## config.mk

```make
export PLATFORM = sky130hd
export DESIGN_NAME = core_regs_sb_flat
export DESIGN_NICKNAME = d
export VERILOG_FILES = /design/src/rtl/core_regs_sb_if.sv /design/src/rtl/core_regs_sb.sv /design/src/flat_wrapper.sv
export SDC_FILE = /design/constraint.sdc
export NUM_CORES = 2
export LEC_CHECK = 0
export ABC_CLOCK_PERIOD_IN_PS = 4400
export BUFFER_PORTS_ARGS = -buffer_cell sky130_fd_sc_hd__buf_2
export CORE_ASPECT_RATIO = 1.75
export CORE_MARGIN = 3
export CORE_UTILIZATION = 39
export CTS_BUF_LIST = sky130_fd_sc_hd__clkbuf_4
export DETAILED_ROUTE_END_ITERATION = 7
export HOLD_SLACK_MARGIN = 0.1
export PLACE_DENSITY = 0.62
export SYNTH_ARGS = -nofsm -noshare
export SYNTH_HDL_FRONTEND = slang
export SYNTH_SLANG_ARGS = --single-unit
export TNS_END_PERCENT = 5
```

## constraint.sdc

```tcl
create_clock -name clk -period 4.4 [get_ports clk]
set_input_delay 0.66 -clock clk [delete_from_list [all_inputs] [get_ports clk]]
set_output_delay 0.66 -clock clk [all_outputs]
set_load 0.02 [all_outputs]
```

## src/rtl/core_regs_sb_if.sv

```systemverilog
// Bus bundle for the core_regs_sb register file: write ports, read ports and issue/scoreboard signals.
// The master side (the core) drives requests and the slave side (the register file) returns data and busy state.
interface core_regs_sb_if #(
  parameter int DATA_W = 32,
  parameter int ADDR_W = 5,
  parameter int NUM_RD = 2
);
  logic                       we0_in;
  logic [ADDR_W-1:0]          waddr0_in;
  logic [DATA_W-1:0]          wdata0_in;
  logic                       we1_in;
  logic [ADDR_W-1:0]          waddr1_in;
  logic [DATA_W-1:0]          wdata1_in;
  logic [NUM_RD*ADDR_W-1:0]   raddr_in;
  logic [NUM_RD*DATA_W-1:0]   rdata_out;
  logic [NUM_RD-1:0]          rbusy_out;
  logic                       issue_in;
  logic [ADDR_W-1:0]          issue_addr_in;
  logic                       issue_ready_out;
  logic [ADDR_W:0]            busy_cnt_out;

  modport master (
    output we0_in, waddr0_in, wdata0_in, we1_in, waddr1_in, wdata1_in,
    output raddr_in, issue_in, issue_addr_in,
    input  rdata_out, rbusy_out, issue_ready_out, busy_cnt_out
  );

  modport slave (
    input  we0_in, waddr0_in, wdata0_in, we1_in, waddr1_in, wdata1_in,
    input  raddr_in, issue_in, issue_addr_in,
    output rdata_out, rbusy_out, issue_ready_out, busy_cnt_out
  );
endinterface

```

## src/rtl/core_regs_sb.sv

```systemverilog
// Multi-port integer register file with a per-register write scoreboard for RAW/WAW hazard detection.
// Optional same-cycle write-to-read bypass is enabled by defining CORE_REGS_SB_BYPASS_EN.
module core_regs_sb #(
  parameter int DATA_W        = 32,
  parameter int ADDR_W        = 5,
  parameter int NUM_RD        = 2,
  parameter bit HARDWIRE_ZERO = 1'b1
) (
  input logic           clk,
  input logic           rst,
  core_regs_sb_if.slave bus
);
  localparam int NUM_REGS = 2**ADDR_W;
  localparam int CNT_W    = ADDR_W + 1;

  logic [DATA_W-1:0]   r_regs [NUM_REGS];
  logic [NUM_REGS-1:0] r_busy;
  logic [CNT_W-1:0]    r_busy_cnt;

  logic                w_we0;
  logic                w_we1;
  logic                w_ready;
  logic                w_set;
  logic                w_dec0;
  logic                w_dec1;
  logic [NUM_REGS-1:0] w_busy_nxt;
  logic [CNT_W-1:0]    w_cnt_nxt;
  logic [NUM_RD*DATA_W-1:0] w_rdata;
  logic [NUM_RD-1:0]   w_rbusy;

  // Effective write enables and issue acceptance; register 0 is never written nor marked busy when hardwired.
  always_comb begin
    w_we0   = bus.we0_in && !(HARDWIRE_ZERO && (bus.waddr0_in == {ADDR_W{1'b0}}));
    w_we1   = bus.we1_in && !(HARDWIRE_ZERO && (bus.waddr1_in == {ADDR_W{1'b0}}));
    w_ready = !r_busy[bus.issue_addr_in] ||
              (HARDWIRE_ZERO && (bus.issue_addr_in == {ADDR_W{1'b0}}));
    w_set   = bus.issue_in && w_ready &&
              !(HARDWIRE_ZERO && (bus.issue_addr_in == {ADDR_W{1'b0}}));
    w_dec0  = w_we0 && r_busy[bus.waddr0_in];
    w_dec1  = w_we1 && r_busy[bus.waddr1_in] && !(w_we0 && (bus.waddr0_in == bus.waddr1_in));
    w_cnt_nxt = r_busy_cnt + CNT_W'(w_set) - CNT_W'(w_dec0) - CNT_W'(w_dec1);
  end

  // Next busy vector: an accepted issue outranks a same-cycle writeback clear.
  always_comb begin
    w_busy_nxt = '0;
    for (int k = 0; k < NUM_REGS; k++) begin
      w_busy_nxt[k] = (w_set && (bus.issue_addr_in == ADDR_W'(k))) ? 1'b1 :
                      ((w_we0 && (bus.waddr0_in == ADDR_W'(k))) ||
                       (w_we1 && (bus.waddr1_in == ADDR_W'(k)))) ? 1'b0 : r_busy[k];
    end
  end

  // Read ports: stored data, optionally bypassed from this cycle's writes.
  always_comb begin
    w_rdata = '0;
    w_rbusy = '0;
    for (int i = 0; i < NUM_RD; i++) begin
      logic [ADDR_W-1:0] w_ra;
      w_ra = bus.raddr_in[i*ADDR_W +: ADDR_W];
`ifdef CORE_REGS_SB_BYPASS_EN
      w_rdata[i*DATA_W +: DATA_W] =
        (HARDWIRE_ZERO && (w_ra == {ADDR_W{1'b0}})) ? {DATA_W{1'b0}} :
        (w_we1 && (bus.waddr1_in == w_ra)) ? bus.wdata1_in :
        (w_we0 && (bus.waddr0_in == w_ra)) ? bus.wdata0_in : r_regs[w_ra];
      w_rbusy[i] =
        (((w_we0 && (bus.waddr0_in == w_ra)) || (w_we1 && (bus.waddr1_in == w_ra))) &&
         !(w_set && (bus.issue_addr_in == w_ra))) ? 1'b0 : r_busy[w_ra];
`else
      w_rdata[i*DATA_W +: DATA_W] =
        (HARDWIRE_ZERO && (w_ra == {ADDR_W{1'b0}})) ? {DATA_W{1'b0}} : r_regs[w_ra];
      w_rbusy[i] = r_busy[w_ra];
`endif
    end
  end

  assign bus.rdata_out       = w_rdata;
  assign bus.rbusy_out       = w_rbusy;
  assign bus.issue_ready_out = w_ready;
  assign bus.busy_cnt_out    = r_busy_cnt;

  // Register storage; port 1 is applied last so it wins a same-address collision.
  always_ff @(posedge clk or negedge rst) begin
    if (!rst) begin
      for (int k = 0; k < NUM_REGS; k++) begin
        r_regs[k] <= '0;
      end
    end else begin
      if (w_we0) begin
        r_regs[bus.waddr0_in] <= bus.wdata0_in;
      end
      if (w_we1) begin
        r_regs[bus.waddr1_in] <= bus.wdata1_in;
      end
    end
  end

  // Scoreboard state and its incrementally maintained population count.
  always_ff @(posedge clk or negedge rst) begin
    if (!rst) begin
      r_busy     <= '0;
      r_busy_cnt <= '0;
    end else begin
      r_busy     <= w_busy_nxt;
      r_busy_cnt <= w_cnt_nxt;
    end
  end
endmodule
```

## src/flat_wrapper.sv

```systemverilog
// flat-port wrapper written by rule: the top's interface ports become plain ports
module core_regs_sb_flat 
#(
  parameter int DATA_W        = 32,
  parameter int ADDR_W        = 5,
  parameter int NUM_RD        = 2,
  parameter bit HARDWIRE_ZERO = 1'b1
)
  (clk, rst, bus_we0_in, bus_waddr0_in, bus_wdata0_in, bus_we1_in, bus_waddr1_in, bus_wdata1_in, bus_raddr_in, bus_issue_in, bus_issue_addr_in, bus_rdata_out, bus_rbusy_out, bus_issue_ready_out, bus_busy_cnt_out);
  core_regs_sb_if #(.DATA_W(DATA_W), .ADDR_W(ADDR_W), .NUM_RD(NUM_RD)) bus_i ();
  input logic clk;
  input logic rst;
  input wire logic [$bits(bus_i.we0_in)-1:0] bus_we0_in;
  input wire logic [$bits(bus_i.waddr0_in)-1:0] bus_waddr0_in;
  input wire logic [$bits(bus_i.wdata0_in)-1:0] bus_wdata0_in;
  input wire logic [$bits(bus_i.we1_in)-1:0] bus_we1_in;
  input wire logic [$bits(bus_i.waddr1_in)-1:0] bus_waddr1_in;
  input wire logic [$bits(bus_i.wdata1_in)-1:0] bus_wdata1_in;
  input wire logic [$bits(bus_i.raddr_in)-1:0] bus_raddr_in;
  input wire logic [$bits(bus_i.issue_in)-1:0] bus_issue_in;
  input wire logic [$bits(bus_i.issue_addr_in)-1:0] bus_issue_addr_in;
  output wire logic [$bits(bus_i.rdata_out)-1:0] bus_rdata_out;
  output wire logic [$bits(bus_i.rbusy_out)-1:0] bus_rbusy_out;
  output wire logic [$bits(bus_i.issue_ready_out)-1:0] bus_issue_ready_out;
  output wire logic [$bits(bus_i.busy_cnt_out)-1:0] bus_busy_cnt_out;
  assign bus_i.we0_in = bus_we0_in;
  assign bus_i.waddr0_in = bus_waddr0_in;
  assign bus_i.wdata0_in = bus_wdata0_in;
  assign bus_i.we1_in = bus_we1_in;
  assign bus_i.waddr1_in = bus_waddr1_in;
  assign bus_i.wdata1_in = bus_wdata1_in;
  assign bus_i.raddr_in = bus_raddr_in;
  assign bus_i.issue_in = bus_issue_in;
  assign bus_i.issue_addr_in = bus_issue_addr_in;
  assign bus_rdata_out = bus_i.rdata_out;
  assign bus_rbusy_out = bus_i.rbusy_out;
  assign bus_issue_ready_out = bus_i.issue_ready_out;
  assign bus_busy_cnt_out = bus_i.busy_cnt_out;
  core_regs_sb #(.DATA_W(DATA_W), .ADDR_W(ADDR_W), .NUM_RD(NUM_RD), .HARDWIRE_ZERO(HARDWIRE_ZERO)) u_core (.clk(clk), .rst(rst), .bus(bus_i));
endmodule
```

Word-level counts from Yosys, hierarchy flattened

Index checks and enable logic that the tools add are counted.

Output and inout port bits: 73
Memories: 0
Memory bits (writable): 0
Bits in read-only memories: 0
Bits of input ports: 94
Latch bits: 0
Flip-flop bits (word level): 1,062

Order comparisons: 11
Multiply operators: 0
Add/subtract/negate cells: 3
Divide/modulo/power cells: 0
Equal/unequal tests: 94
Reductions and logical operators: 181
Bitwise logic cells: 4
Mux-type cells: 90
Shift-type cells: 0

Operators by type and width:

| operator                                                    | count |
|---|---|
| bitwise mux 1024 bit                                        | 2 |
| two-way mux 1024 bit                                        | 2 |
| binary-select mux 32 bit (select 5 bit)                     | 2 |
| demux 32 bit (select 5 bit)                                 | 2 |
| two-way mux 32 bit                                          | 8 |
| == test 5 bit (second input constant)                       | 48 |
| == test 5 x 4 -> 1 bit (second input constant)              | 24 |
| logical AND 1 bit                                           | 106 |
| two-way mux 1 bit                                           | 69 |
| nonzero test 2 bit                                          | 32 |
| == test 5 x 3 -> 1 bit (second input constant)              | 12 |
| logical OR 1 bit                                            | 33 |
| == test 5 x 2 -> 1 bit (second input constant)              | 6 |
| less-than comparator 5 x 6 -> 1 bit (second input constant) | 5 |
| binary-select mux 1 bit (select 5 bit)                      | 5 |
| logical NOT 5 bit                                           | 5 |
| >= comparator 6 bit (second input constant)                 | 4 |
| inverter 5 -> 6 bit                                         | 4 |
| == test 5 x 1 -> 1 bit (second input constant)              | 3 |
| less-than comparator 6 x 1 -> 1 bit (second input constant) | 2 |
| subtractor 6 x 1 -> 6 bit                                   | 2 |
| adder 6 x 1 -> 6 bit                                        | 1 |
| == test 5 bit                                               | 1 |
| logical NOT 1 bit                                           | 5 |

Longest topological paths before layout

Depth in word-level cells: 9
Mapped depth: 17
Mapped depth without buffers: 14

Worst setup path after synthesis

No wires, ideal clock.

Path type: input-to-reg
Start: in bus_waddr1_in[1]
End: reg u_core.r_busy_cnt[5], in the netlist u_core.bus.busy_cnt_out[5]
Setup slack: 483 ps
Library setup time: 125 ps
Path buffers: 2
Arrival time: 3,792 ps
Cell stages on the path: 16
Data required time: 4,275 ps
Cell sequence: clkbuf_1 -> clkbuf_1 -> mux4_2 -> and2_1 -> a211o_1 -> and4_1 -> fa_1 -> ha_1 -> inv_1 -> ha_1 -> inv_1 -> fa_1 -> inv_1 -> a21o_1 -> a21oi_1 -> xnor2_1

Cells in the longest elaborated chain, start to end: 6
Elaborated cells between the ends (all ways): 11
Those cells by class: 1 x add/sub; 1 x eq/ne; 2 x mux; 7 x reduce/logical

RTL lines:

| what                                                                           | RTL line            | text |
|---|---|---|
| start, declared                                                                | flat_wrapper.sv:17  | `input wire logic [$bits(bus_i.waddr1_in)-1:0] bus_waddr1_in;` |
| branches (longest 4 deep; another with binary-select mux 1 bit (select 5 bit)) | --                  |  |
| logical AND 1 bit (*)                                                          | core_regs_sb.sv:40  | `w_dec1 = w_we1 && r_busy[bus.waddr1_in] && !(w_we0 && (bus.waddr0_in == bus.waddr1_in));` |
| subtractor 6 x 1 -> 6 bit (*)                                                  | core_regs_sb.sv:41  | `w_cnt_nxt = r_busy_cnt + CNT_W'(w_set) - CNT_W'(w_dec0) - CNT_W'(w_dec1);` |
| net u_core.w_cnt_nxt[5]                                                        | core_regs_sb.sv:27  | `logic [CNT_W-1:0] w_cnt_nxt;` |
| end signal, assigned                                                           | core_regs_sb.sv:105 | `r_busy_cnt <= w_cnt_nxt;` |
| end, declared                                                                  | core_regs_sb.sv:18  | `logic [CNT_W-1:0] r_busy_cnt;` |

Mark *: on every way through the listed nets, which the timed path passes. The select of a mux whose other input is x is not followed.
A chain may end at the register's enable or synchronous reset.

Final worst setup path

Start: reg u_core.r_regs[846] (netlist name)
End: out bus_rdata_out[46]

Cells in the longest elaborated chain, start to end: 4

RTL lines:

| what                                                  | RTL line           | text |
|---|---|---|
| start, declared                                       | core_regs_sb.sv:16 | `logic [DATA_W-1:0] r_regs [NUM_REGS];` |
| start signal, assigned by index                       | core_regs_sb.sv:90 | `r_regs[bus.waddr0_in] <= bus.wdata0_in;` |
| start signal, assigned by index                       | core_regs_sb.sv:93 | `r_regs[bus.waddr1_in] <= bus.wdata1_in;` |
| binary-select mux 32 bit (select 5 bit)               | core_regs_sb.sv:71 | `(HARDWIRE_ZERO && (w_ra == {ADDR_W{1'b0}})) ? {DATA_W{1'b0}} : r_regs[w_ra];` |
| two-way mux 32 bit (implied by the code) (2 in a row) | core_regs_sb.sv:71 |  |
| two-way mux 32 bit                                    | core_regs_sb.sv:71 |  |
| end, declared                                         | flat_wrapper.sv:22 | `output wire logic [$bits(bus_i.rdata_out)-1:0] bus_rdata_out;` |

Every way passes these cells. The select of a mux whose other input is x is not followed.

==> impl_metrics.xml <==
<?xml version="1.0" encoding="UTF-8"?>
<metrics>
  <group name="logic_synthesis">
    <metric name="synth_async_sr_flop_share" unit="%">100</metric>
    <metric name="netlist_top_cells_count" unit="">dfrtp_1 (1049), mux2i_1 (1021), nor2_1 (812), a21oi_1 (757), mux4_2 (488)</metric>
    <metric name="synth.yosys.warnings" unit="">0</metric>
    <metric name="most_numerous_cell_in_the_yosys_netlist" unit="">dfrtp_1</metric>
    <metric name="synth_top_cell_by_area" unit="">dfrtp_1</metric>
    <metric name="postSynthRegisterBits" unit="">1049</metric>
    <metric name="main_area_contributors_after_synthesis" unit="">dfrtp_1 (40%), mux4_2 (17%), mux2i_1 (15%)</metric>
    <metric name="yosysSeqAreaShare" unit="%">39.7</metric>
    <metric name="synthCells" unit="">6296</metric>
    <metric name="synth_cell_type_count" unit="">66</metric>
    <metric name="synth_top_cell_area_share" unit="%">39.7</metric>
    <metric name="number_of_synthesized_flops_with_an_enable_pin" unit="">0</metric>
    <metric name="synthesis.area" unit="µm²">66100</metric>
    <metric name="synthesis.area_per_instance" unit="µm²">10.5</metric>
    <metric name="synthFlopType" unit="">dfrtp_1</metric>
    <metric name="syn_nets" unit="">6398</metric>
  </group>
  <group name="place">
    <metric name="io_buffers" unit="">166</metric>
    <metric name="dpl.cell_count" unit="">8157</metric>
    <metric name="gp_routability_congestion" unit="">0.953</metric>
    <metric name="detailedPlacementHpwl" unit="µm">179000</metric>
  </group>
  <group name="die">
    <metric name="fp.dieW" unit="µm">317</metric>
    <metric name="die-height" unit="µm">551</metric>
    <metric name="core-area" unit="µm²">168000</metric>
    <metric name="floorplan.rows" unit="">199</metric>
    <metric name="start_util" unit="%">39.3</metric>
    <metric name="total_die_area" unit="µm²">175000</metric>
    <metric name="ios" unit="">167</metric>
  </group>
  <group name="detailed_routing">
    <metric name="routed-via-count" unit="">57800</metric>
    <metric name="vias_per_instance" unit="">6.63</metric>
    <metric name="route.detailed.drc" unit="">0</metric>
    <metric name="drt_iter0_markers" unit="">8074</metric>
    <metric name="wl" unit="µm">295000</metric>
    <metric name="routed_wire_length_per_instance" unit="µm">33.9</metric>
    <metric name="detail-route-antenna-nets" unit="">0</metric>
    <metric name="dr.pass1.iters" unit="">7</metric>
  </group>
  <group name="cts">
    <metric name="tritoncts_clock_tree" unit="">built</metric>
    <metric name="numCtsBuffers" unit="">246</metric>
    <metric name="post_cts_resized" unit="">0</metric>
    <metric name="clock_tree.buffer_depth" unit="">4</metric>
    <metric name="ctsHtreeMaxLevel" unit="">4</metric>
    <metric name="postCtsSetupRepairBufs" unit="">0</metric>
    <metric name="numClockSinks" unit="">1049</metric>
    <metric name="insertion_delay" unit="ns">1.24</metric>
    <metric name="path_clk_slew" unit="ns">0.08</metric>
    <metric name="clk_root_buffer_cell" unit="">clkbuf_4</metric>
  </group>
  <group name="status">
    <metric name="outcome" unit="">completed</metric>
  </group>
  <group name="critical_path">
    <metric name="setup.worst_path.class" unit="">flop to output port</metric>
    <metric name="critical_path_required" unit="ns">3.74</metric>
    <metric name="critical_path.top_delay_family" unit="">multiplexers</metric>
    <metric name="crit_buf_inv" unit="">1</metric>
    <metric name="timing.critical_path.arrival" unit="ns">3.38</metric>
    <metric name="reg2reg_setup_slack" unit="ns">0.72</metric>
    <metric name="end_kind" unit="">output port</metric>
    <metric name="critical_path.cell_chain" unit="">mux4_2 -&gt; mux2i_1 -&gt; nand2_1 -&gt; and4_1 -&gt; buf_2</metric>
    <metric name="worst-path-max-fanout" unit="">3</metric>
    <metric name="critical_path.max_stage_delay" unit="ns">0.50</metric>
    <metric name="slowest_stage" unit="">mux2i_1</metric>
    <metric name="startpoint_class_of_the_critical_path" unit="">flop</metric>
  </group>
  <group name="power">
    <metric name="power.combinational.fraction" unit="%">29.4</metric>
    <metric name="power.ir.vdd_worst" unit="mV">0.210</metric>
    <metric name="clock_power_share" unit="%">25.2</metric>
    <metric name="power_leakage" unit="nW">32.6</metric>
    <metric name="p_int" unit="W">0.0208</metric>
    <metric name="power_per_cell_area" unit="nW/µm²">433</metric>
    <metric name="sequentialPowerShare" unit="%">45.4</metric>
    <metric name="total_switching_power" unit="W">0.0111</metric>
    <metric name="sw_frac_of_total" unit="%">34.7</metric>
  </group>
  <group name="sta">
    <metric name="tightestPinTransition" unit="ns">1.32</metric>
    <metric name="setup_repair_after_global_routing_missed_its_margin" unit="">no</metric>
    <metric name="max-slew-margin-rel" unit="%">11.6</metric>
    <metric name="setup-violations-final" unit="">0</metric>
    <metric name="max_freq" unit="MHz">247</metric>
    <metric name="final_max_slew_viol_count" unit="">0</metric>
    <metric name="fin_setup_tns" unit="ns">0</metric>
    <metric name="final.setup_skew" unit="ns">0.0916</metric>
    <metric name="time_the_worst_path_needs_with_i_o_delays_and_setup" unit="ns">4.04</metric>
    <metric name="final_critical_path_share_of_the_clock_period" unit="%">91.9</metric>
    <metric name="final.hold.worst_slack" unit="ns">0.157</metric>
    <metric name="hold_violations" unit="">0</metric>
  </group>
  <group name="cells_and_area">
    <metric name="layout-area-overhead-vs-synth" unit="%">11.3</metric>
    <metric name="fraction_of_final_layout_cells_sized_beyond_drive_strength_1" unit="%">22.1</metric>
    <metric name="layoutNonFillerInstCount" unit="">8709</metric>
    <metric name="layout.filler_cells" unit="">16000</metric>
    <metric name="fin_nets" unit="">6401</metric>
  </group>
  <group name="global_route">
    <metric name="track_usage" unit="%">33.2</metric>
    <metric name="grt_max_degree" unit="">138</metric>
    <metric name="first_global_vias" unit="">56400</metric>
    <metric name="overflow" unit="">0</metric>
    <metric name="grt_antenna_before_repair" unit="">40</metric>
    <metric name="first_pass_grt_wire_length" unit="µm">418000</metric>
  </group>
  <group name="flow_run">
    <metric name="timing.max_cap.violations" unit="">0</metric>
  </group>
  <group name="hold_path">
    <metric name="min-delay-path-class" unit="">input pin to flop</metric>
  </group>
</metrics>
-- tightest hold or removal path, delay by kind of cell --
kind,cells,cell delay (ns)
buf+inv,2,0.46
simple gates,1,0.11
compound gates,1,0.11
-- area by class of cell --
type | count | area, µm² | area share (%)
clock inverters | 91 | 432 | 0.586
diodes | 22 | 55.1 | 0.0748
clock buffers | 334 | 2510 | 3.41
well taps | 2211 | 2770 | 3.76
flip-flops and latches | 1049 | 26300 | 35.7
multi-input cells | 4405 | 36700 | 49.9
inverters | 63 | 236 | 0.321
repair buffers | 534 | 4630 | 6.28
-- repair_timing --
action                                  CTS  global route
hold buffers                            105             0
setup endpoints to repair                 0             0
endpoints found under the hold margin  1156             0
-- power by group through the flow --
stage | sequential [W] | combinational (W) | clock, W
final | 0.0145 | 0.00937 | 0.00802
after global routing | 0.0147 | 0.0101 | 0.00852
after CTS | 0.0143 | 0.00929 | 0.00809
after detailed placement | 0.0145 | 0.00911 | 0
after global placement | 0.0143 | 0.00887 | 0
after floorplan | 0.0137 | 0.00682 | 0
-- metrics by stage --
| step | setup slack [ns] | utilization, % | area [µm²] | total power (W) |
|---|---|---|---|---|
| after floorplan | 0.483 | - | 66100 | 0.0205 |
| after global placement | 0.274 | 41.3 | 69600 | 0.0232 |
| after detailed placement | 0.308 | 41.3 | 69600 | 0.0236 |
| after CTS | 0.368 | 43.7 | 73600 | 0.0317 |
| after global routing | 0.341 | 43.7 | 73600 | 0.0333 |
| final | 0.358 | 43.7 | 73600 | 0.0319 |
-- path summary, 6_finish.rpt --
check,endpoint,startpoint,depth (start not counted)
max,bus_rdata_out[46],u_core.r_regs[846],5
min,u_core.r_regs[893],bus_we1_in,4
max reg2reg,u_core.bus.busy_cnt_out[5],u_core.r_busy[7],14
min reg2reg,u_core.r_regs[994],u_core.r_regs[994],0
max in group asynchronous,u_core.r_regs[543],rst,4
min in group asynchronous,u_core.r_regs[295],rst,3
-- layout by cell type, fill, tap and decap left out, types with 159 or more instances in the layout --
cell	n
mux2i_1	1021
mux4_2	488
buf_4	207
buf_2	159
a21oi_1	757
o21ai_0	244
nand2_1	363
clkbuf_4	334
nor2_1	809
dfrtp_1	1049
-- cell families (layout without fill, tap and decap cells) --
logic type | after synthesis | after routing | synth area share (%)
buf+inv | 842 | 1022 | 5.41
simple gates | 1366 | 1366 | 8.44
mux | 1583 | 1583 | 33.3
compound gates | 1439 | 1439 | 12.8
fa+ha+maj | 8 | 8 | 0.174
other cells | 0 | 22 | 0
xor+xnor | 9 | 9 | 0.119
flops | 1049 | 1049 | 39.7
-- flip-flops by register name, summed over array words and instances, names as in the netlist --
register	cells
u_core.r_busy	32
u_core.bus.busy_cnt_out	6
u_core.r_regs	1011
-- metal layers --
metal	vias to the layer above	share of wire, %	global-route usage [%]
li1	23300	-	-
met1	28500	34	39.3
met2	4477	45	50.5
met3	1463	12	9.86
met4	26	9.4	25.7
met5	-	0.065	0
Power figures use the tool's default switching activity.
